**src/rtl/galaga_lib.sv**
```systemverilog
// -----------------------------------------------------------------------------
// galaga_lib
// Shared constants and types for the ship/enemy projectile logic.
//   NP_DEFAULT        default size of a projectile slot pool
//   FIRE_KEY_DEFAULT  keyboard usage code of the fire key (space bar)
//   alloc_mode_t      slot allocation policy (fixed priority / round-robin)
//   fire_state_t      fire-rate limiter state (ready to fire / cooling down)
// -----------------------------------------------------------------------------
package galaga_lib;

    localparam int         NP_DEFAULT       = 10;
    localparam logic [7:0] FIRE_KEY_DEFAULT = 8'h2C;

    typedef enum logic {
        ALLOC_PRIO = 1'b0,
        ALLOC_RR   = 1'b1
    } alloc_mode_t;

    typedef enum logic {
        ST_READY = 1'b0,
        ST_COOL  = 1'b1
    } fire_state_t;

endpackage

```
**src/rtl/proj_slot_picker.sv**
```systemverilog
// -----------------------------------------------------------------------------
// proj_slot_picker
// Purely combinational free-slot finder for a projectile pool.
//   busy_i   1 = slot occupied (in flight or reserved)
//   start_i  first index examined in round-robin mode
//   mode_i   ALLOC_PRIO: scan from index 0; ALLOC_RR: scan from start_i, wrapping
//   found_o  a free slot exists
//   idx_o    index of the first free slot in scan order (0 when none found)
// -----------------------------------------------------------------------------
module proj_slot_picker
    import galaga_lib::*;
#(
    parameter  int NP    = NP_DEFAULT,
    localparam int IDX_W = $clog2(NP)
) (
    input  logic [NP-1:0]    busy_i,
    input  logic [IDX_W-1:0] start_i,
    input  alloc_mode_t      mode_i,
    output logic             found_o,
    output logic [IDX_W-1:0] idx_o
);

    logic [IDX_W-1:0] base_s;
    logic [IDX_W:0]   cand_s;

    // Scan the pool starting at base; walking offsets high-to-low lets the
    // smallest offset (first in scan order) win the final assignment.
    always_comb begin
        base_s  = (mode_i == ALLOC_RR) ? start_i : '0;
        found_o = 1'b0;
        idx_o   = '0;
        cand_s  = '0;
        for (int j = NP - 1; j >= 0; j--) begin
            cand_s = {1'b0, base_s} + (IDX_W+1)'(j);
            // Wrap the rotated index back into 0..NP-1.
            if (cand_s >= (IDX_W+1)'(NP)) begin
                cand_s = cand_s - (IDX_W+1)'(NP);
            end else begin
                cand_s = cand_s;
            end
            if (!busy_i[cand_s[IDX_W-1:0]]) begin
                found_o = 1'b1;
                idx_o   = cand_s[IDX_W-1:0];
            end else begin
                found_o = found_o;
                idx_o   = idx_o;
            end
        end
    end

endmodule

```
**src/rtl/ship_projectile_allocator.sv**
```systemverilog
// -----------------------------------------------------------------------------
// ship_projectile_allocator
// Watches the keyboard report for the fire key and launches a free slot of the
// ship's projectile pool, once per frame at most.
//   frame_clk   frame-rate clock
//   Reset       synchronous, active-high reset
//   keycode     keyboard report, NKEY bytes
//   auto_mode   0 = one shot per press, 1 = repeat while held
//   rr_mode     0 = lowest free slot, 1 = round-robin after last fired slot
//   ProjEn      slot currently in flight
//   ProjActvt   one-hot, one-frame activation pulse
//   fire_pulse  high in the frame ProjActvt is non-zero
//   fire_idx    index of the last slot fired
//   live_count  number of busy slots (in flight or reserved)
//   dropped     one-frame pulse when a shot was wanted but no slot / cap reached
// -----------------------------------------------------------------------------
module ship_projectile_allocator
    import galaga_lib::*;
#(
    parameter  int         NP       = NP_DEFAULT,
    parameter  int         NKEY     = 2,
    parameter  logic [7:0] FIRE_KEY = FIRE_KEY_DEFAULT,
    parameter  int         COOLDOWN = 4,
    parameter  int         MAX_LIVE = NP,
    localparam int         IDX_W    = $clog2(NP),
    localparam int         CNT_W    = $clog2(NP + 1)
) (
    input  logic              frame_clk,
    input  logic              Reset,
    input  logic [8*NKEY-1:0] keycode,
    input  logic              auto_mode,
    input  logic              rr_mode,
    input  logic [NP-1:0]     ProjEn,
    output logic [NP-1:0]     ProjActvt,
    output logic              fire_pulse,
    output logic [IDX_W-1:0]  fire_idx,
    output logic [CNT_W-1:0]  live_count,
    output logic              dropped
);

    localparam int CD_W = (COOLDOWN > 0) ? $clog2(COOLDOWN + 1) : 1;

    fire_state_t      state_q, state_d;
    logic [CD_W-1:0]  cd_q, cd_d;
    logic             pressed_prev_q;
    logic [IDX_W-1:0] rr_ptr_q, rr_ptr_d;
    logic [NP-1:0]    actvt_q, actvt_d;
    logic             fire_pulse_q, fire_pulse_d;
    logic [IDX_W-1:0] fire_idx_q, fire_idx_d;
    logic [CNT_W-1:0] live_q;
    logic             dropped_q, dropped_d;

    logic             pressed_s;
    logic             req_s;
    logic [NP-1:0]    busy_s;
    logic [CNT_W-1:0] live_s;
    logic [IDX_W-1:0] start_s;
    logic             found_s;
    logic [IDX_W-1:0] sel_s;
    logic             fire_s;
    logic             drop_s;

    // Fire key detection, request qualification, busy vector and popcount.
    // The previous frame's activation is counted busy until ProjEn catches up.
    always_comb begin
        pressed_s = 1'b0;
        for (int k = 0; k < NKEY; k++) begin
            pressed_s = pressed_s | (keycode[8*k +: 8] == FIRE_KEY);
        end
        req_s  = (auto_mode ? pressed_s : (pressed_s & ~pressed_prev_q))
                 & (state_q == ST_READY);
        busy_s = ProjEn | actvt_q;
        live_s = '0;
        for (int i = 0; i < NP; i++) begin
            live_s = live_s + CNT_W'(busy_s[i]);
        end
        start_s = (rr_ptr_q == IDX_W'(NP - 1)) ? '0 : rr_ptr_q + IDX_W'(1);
        fire_s  = req_s & found_s & (live_s < CNT_W'(MAX_LIVE));
        drop_s  = req_s & ~fire_s;
    end

    proj_slot_picker #(
        .NP (NP)
    ) u_picker (
        .busy_i  (busy_s),
        .start_i (start_s),
        .mode_i  (alloc_mode_t'(rr_mode)),
        .found_o (found_s),
        .idx_o   (sel_s)
    );

    // Next values of the shot outputs, allocation pointer and cooldown FSM.
    always_comb begin
        actvt_d      = fire_s ? (NP'(1) << sel_s) : '0;
        fire_pulse_d = fire_s;
        fire_idx_d   = fire_s ? sel_s : fire_idx_q;
        rr_ptr_d     = fire_s ? sel_s : rr_ptr_q;
        dropped_d    = drop_s;
        state_d      = state_q;
        if (fire_s) begin
            cd_d = CD_W'(COOLDOWN);
        end else if (cd_q != '0) begin
            cd_d = cd_q - CD_W'(1);
        end else begin
            cd_d = '0;
        end
        case (state_q)
            ST_READY: begin
                if (fire_s && (COOLDOWN > 0)) begin
                    state_d = ST_COOL;
                end else begin
                    state_d = ST_READY;
                end
            end
            ST_COOL: begin
                if (cd_d == '0) begin
                    state_d = ST_READY;
                end else begin
                    state_d = ST_COOL;
                end
            end
            default: state_d = ST_READY;
        endcase
    end

    // State and output registers; the fire key reads as held out of reset.
    always_ff @(posedge frame_clk) begin
        if (Reset) begin
            state_q        <= ST_READY;
            cd_q           <= '0;
            pressed_prev_q <= 1'b1;
            rr_ptr_q       <= IDX_W'(NP - 1);
            actvt_q        <= '0;
            fire_pulse_q   <= 1'b0;
            fire_idx_q     <= '0;
            live_q         <= '0;
            dropped_q      <= 1'b0;
        end else begin
            state_q        <= state_d;
            cd_q           <= cd_d;
            pressed_prev_q <= pressed_s;
            rr_ptr_q       <= rr_ptr_d;
            actvt_q        <= actvt_d;
            fire_pulse_q   <= fire_pulse_d;
            fire_idx_q     <= fire_idx_d;
            live_q         <= live_s;
            dropped_q      <= dropped_d;
        end
    end

    assign ProjActvt  = actvt_q;
    assign fire_pulse = fire_pulse_q;
    assign fire_idx   = fire_idx_q;
    assign live_count = live_q;
    assign dropped    = dropped_q;

endmodule

```
**config.mk**
```make
export PLATFORM = sky130hd
export DESIGN_NAME = ship_projectile_allocator
export DESIGN_NICKNAME = d
export VERILOG_FILES = /design/src/rtl/galaga_lib.sv /design/src/rtl/proj_slot_picker.sv /design/src/rtl/ship_projectile_allocator.sv
export SDC_FILE = /design/constraint.sdc
export NUM_CORES = 1
export LEC_CHECK = 0
export ABC_AREA = 1
export CORE_MARGIN = 2
export CORE_UTILIZATION = 50
export DETAILED_ROUTE_END_ITERATION = 12
export GPL_ROUTABILITY_DRIVEN = 0
export PLACE_DENSITY = 0.87
export RECOVER_POWER = 50
export SLEW_MARGIN = 20
export SYNTH_ARGS = -nofsm -noshare
export SYNTH_HDL_FRONTEND = slang
export SYNTH_SLANG_ARGS = --single-unit
```
**constraint.sdc**
```tcl
create_clock -name frame_clk -period 3.75 [get_ports frame_clk]
set_input_delay 0.5625 -clock frame_clk [delete_from_list [all_inputs] [get_ports frame_clk]]
set_output_delay 0.5625 -clock frame_clk [all_outputs]
set_load 0.01 [all_outputs]
```
==> results.txt <==
Using the TritonRoute via totals, the vias-per-cell ratio works out to 5.41. The share of power burned in the clock network was 0.180; the wire length of the first global-routing pass was 19700 um. In this run the horizontal extent of the chip is 90.0 um. The number of fillers in the final layout was 517; the total power draw was 900 uW. The Yosys step of the flow raised 0 warnings.

Global routing usage summed across all routing layers: 0.291. The placed instances occupy a cell area of 4910 sq um. The core box area is 7210 sq um. The clock latency at the later pin of the worst-skew pair was 0.27 ns; the final standard cell area without fillers was 5410 sq um. The critical path is of the in2reg type. Power spread over the standard cell area amounts to 166 nW/um^2.

For the final net count, the log shows 817. The logs give 2 for the maximum number of buffers from clock root to sink and 256 uV for the worst-case vdd ir drop. The synthesized design contains 0 enable-type register cells.

The startpoint type of the worst setup path was an input pin. For the sequential-to-total area share from yosys stat, the log shows 0.146. Number of hold violations in the final report: 0. The main flop type after synthesis was sky130_fd_sc_hd__dfxtp_1. The share of layout cells above drive strength 1 works out to 0.335. CTS placed an instance of sky130_fd_sc_hd__clkbuf_8 at the clock tree root.

The number of nets with antenna violations after detailed routing is 0, and the fraction of power spent switching nets is 0.367. The async set-reset flop share out of synthesis is 0. For this design the static power due to leakage is 0.00273 uW. The clock period could shrink to 3.73 ns. The cell area that synthesis handed to floorplanning was 3700 sq um.

The number of global-route vias before repair is 4353. Sorting the synthesized cells by area gives the leading types as sky130_fd_sc_hd__nand2_1 (19%), sky130_fd_sc_hd__dfxtp_1 (15%), sky130_fd_sc_hd__ha_1 (9.8%). Buffers inserted to repair hold after CTS numbered 0. The analysis attributes to net switching a power of 330 uW. The die area is 8100 sq um. The run gives 31 as the number of core rows. Excluding fillers, the count of instances in the completed layout stands at 849. The flow ran to the end, and the final reports show no timing, DRC or antenna violations. The total congestion overflow is 0.

The floorplan step set the die height to 90.0 um. Input and output buffers added on the ports amount to 49. For the starting density of the core, the log shows 0.513. The tool flagged a number of max-cap violations equal to 0.

The number of clock buffers added by TritonCTS is 3. Clock skew on the completed layout was measured at 0.00440 ns. Summed over all instances, the cell type with the most area after synthesis is sky130_fd_sc_hd__nand2_1. The run gives 12800 um as the sum of routed wire length over all layers. Initial antenna violation count: 0. The first TritonRoute pass finished after 5 iterations.

The repair_antennas step left the layout with diodes totalling 0. The number of H-tree levels was 1. The run gives 3.93 ns as the arrival time at the worst endpoint.

For this block, the initial DRC count from the detailed router was 359. After clock tree synthesis, the clock-pin slew on the worst setup and hold paths is 0.08 ns. For the half-perimeter wire length after placement, the log shows 9770 um. The fraction of post-synthesis cell area in the top cell type by area was 0.192. The worst hold path belongs to the class reg2reg. The transition time at the pin with the least slew margin was 0.595 ns; the cell count after placement was 836. Entering global routing, the biggest net connects 20 pins. Counting every sink on the clock net gives 27. Worst slew margin relative to its limit: 0.601. During I/O placement, the number of pins put on the boundary was 50. In the routed design, unresolved DRC markers number 0.

Setup violations remaining at the end of the flow were counted as 0. The post-route clock period utilization was 0.995. The tools report the number of standard cells after synthesis as 608. The via count of the routed design was 4596; the mean routed wirelength per cell was 15.0 um.

In this run, distinct cell masters in the synthesized netlist total 51. For the sequential fraction of design power, the log shows 0.336. The run gives 674 as the synthesized net count.

After synthesis, the mean cell area works out to 6.09 sq um. The combinational group share of total power came out at 0.484. Synthesis inferred 27 register bits. TritonCTS built the clock tree. For this run, the top clock speed supported by timing is 268 MHz. The final count of pins violating max slew is 0, and the area growth from synthesis to final layout is 46.2%. STA classifies the critical path endpoint as a flip-flop.

The maximum fanout count along the critical path is 6, and the total internal power is 570 uW. For the endpoint required time on the critical path, the log shows 3.95 ns. On the final layout, the worst hold slack is 0.467 ns.
critical path: stages:
cell,delay (ns)
sky130_fd_sc_hd__buf_2,0.11
sky130_fd_sc_hd__nor2_4,0.05
sky130_fd_sc_hd__fa_1,0.55
sky130_fd_sc_hd__inv_2,0.04
sky130_fd_sc_hd__fa_1,0.48
sky130_fd_sc_hd__fa_1,0.53
sky130_fd_sc_hd__ha_4,0.20
sky130_fd_sc_hd__fa_1,0.47
sky130_fd_sc_hd__inv_2,0.09
sky130_fd_sc_hd__a21oi_2,0.06
sky130_fd_sc_hd__nor2_2,0.17
sky130_fd_sc_hd__nand2_4,0.11
sky130_fd_sc_hd__nor2_8,0.18
sky130_fd_sc_hd__nand4_1,0.17
sky130_fd_sc_hd__nor2_1,0.16
Yosys cell counts (3+ instances only):
| cell type | n |
|---|---|
| sky130_fd_sc_hd__o21ai_1 | 13 |
| sky130_fd_sc_hd__xor2_1 | 3 |
| sky130_fd_sc_hd__or2_2 | 4 |
| sky130_fd_sc_hd__nand3_2 | 3 |
| sky130_fd_sc_hd__inv_2 | 12 |
| sky130_fd_sc_hd__o211ai_1 | 7 |
| sky130_fd_sc_hd__fa_1 | 7 |
| sky130_fd_sc_hd__dfxtp_1 | 27 |
| sky130_fd_sc_hd__inv_1 | 79 |
| sky130_fd_sc_hd__a31oi_1 | 3 |
| sky130_fd_sc_hd__a21oi_1 | 19 |
| sky130_fd_sc_hd__nor2_2 | 4 |
| sky130_fd_sc_hd__xnor2_1 | 4 |
| sky130_fd_sc_hd__nand2_4 | 6 |
| sky130_fd_sc_hd__nand2_2 | 21 |
| sky130_fd_sc_hd__nand3_1 | 55 |
| sky130_fd_sc_hd__nand4_1 | 8 |
| sky130_fd_sc_hd__nor2_1 | 53 |
| sky130_fd_sc_hd__nand2_1 | 189 |
| sky130_fd_sc_hd__ha_1 | 29 |
| sky130_fd_sc_hd__o21ai_2 | 3 |
| sky130_fd_sc_hd__o21ai_0 | 21 |
worst paths after layout:
check	startpoint	endpoint	slack (ns)	depth (start not counted)
max reg2reg	ProjActvt[0]$_SDFF_PP0_	ProjActvt[8]$_SDFF_PP0_	0.04	14
max	ProjEn[0]	ProjActvt[8]$_SDFF_PP0_	0.02	15
min	fire_idx[3]$_SDFFE_PP0P_	fire_idx[3]$_SDFFE_PP0P_	0.47	2
min reg2reg	fire_idx[3]$_SDFFE_PP0P_	fire_idx[3]$_SDFFE_PP0P_	0.47	2
power groups by stage:
stage | clock [uW] | sequential (uW) | combinational [uW]
after global routing | 175 | 303 | 475
after CTS | 163 | 304 | 387
final | 162 | 302 | 436
after global placement | 0 | 311 | 354
after detailed placement | 0 | 311 | 373
after floorplan | 0 | 318 | 195
layout make-up:
cell class	instances	area, sq um	share of cell area
timing repair buffer	144	1180	0.218
tap	99	124	0.0229
sequential	27	549	0.102
inverter	94	358	0.0661
clock buffer	4	45.0	0.00833
multi-input combinational	481	3150	0.583
logic make-up after synthesis:
logic type / Yosys count / share of synthesized area
xor+xnor: 10 / 0.0328
buf+inv: 100 / 0.110
fa+ha+maj: 36 / 0.136
compound gates: 76 / 0.125
flops: 27 / 0.146
simple gates: 359 / 0.451
registers in the layout (all words and copies together), names as in the netlist:
signal and flops:
fire_pulse 1, ProjActvt 10, pressed_prev_q 1, live_count 4, cd_q 3, dropped 1
fire_idx 2, rr_ptr_q 4, state_q 1
per-layer routing:
layer	vias up	GRT usage	part of all wire
met4	0	0.0974	0.029
met5	-	0	0
li1	2212	-	-
met3	47	0.0251	0.056
met2	203	0.549	0.53
met1	2134	0.343	0.39
cells in the final DEF (no fill, tap or decap), types with 3 or more instances in the layout:
cell                              instances
sky130_fd_sc_hd__clkbuf_8                 3
sky130_fd_sc_hd__or2_2                    4
sky130_fd_sc_hd__nand2_4                 16
sky130_fd_sc_hd__ha_1                    19
sky130_fd_sc_hd__nand2_1                163
sky130_fd_sc_hd__o21ai_0                 11
sky130_fd_sc_hd__ha_4                     3
sky130_fd_sc_hd__o211ai_1                 7
sky130_fd_sc_hd__o21ai_2                  7
sky130_fd_sc_hd__ha_2                     7
sky130_fd_sc_hd__a31oi_1                  3
sky130_fd_sc_hd__buf_4                   93
sky130_fd_sc_hd__fa_1                     6
sky130_fd_sc_hd__nor2_4                   7
sky130_fd_sc_hd__nor2_1                  40
sky130_fd_sc_hd__o21ai_1                 18
sky130_fd_sc_hd__nand3_4                  5
sky130_fd_sc_hd__a21oi_2                  3
sky130_fd_sc_hd__nand3_1                 44
sky130_fd_sc_hd__nand3_2                 11
sky130_fd_sc_hd__a21oi_1                 17
sky130_fd_sc_hd__dfxtp_1                 24
sky130_fd_sc_hd__nand4_1                  8
sky130_fd_sc_hd__inv_2                   15
sky130_fd_sc_hd__clkdlybuf4s50_1         21
sky130_fd_sc_hd__inv_1                   77
sky130_fd_sc_hd__nand2_2                 37
sky130_fd_sc_hd__clkbuf_2                 5
sky130_fd_sc_hd__nor2_2                  11
sky130_fd_sc_hd__dlygate4sd3_1           21
stage by stage:
stage,util,setup WS [ns],TNS (ns)
floorplan,-,0.0256,0
global placement,0.681,-0.416,-8.08
detailed placement,0.681,-0.553,-10.50
CTS,0.698,0.0355,0
global route,0.750,-0.111,-0.562
finish,0.750,0.0201,0
timing repair:
item | CTS | global route
pin swaps | 13 | 34
buffers inserted | 2 | 7
endpoints found under the setup margin | 22 | 22
resized for setup | 27 | 110
(Power assumes the default switching activity.)
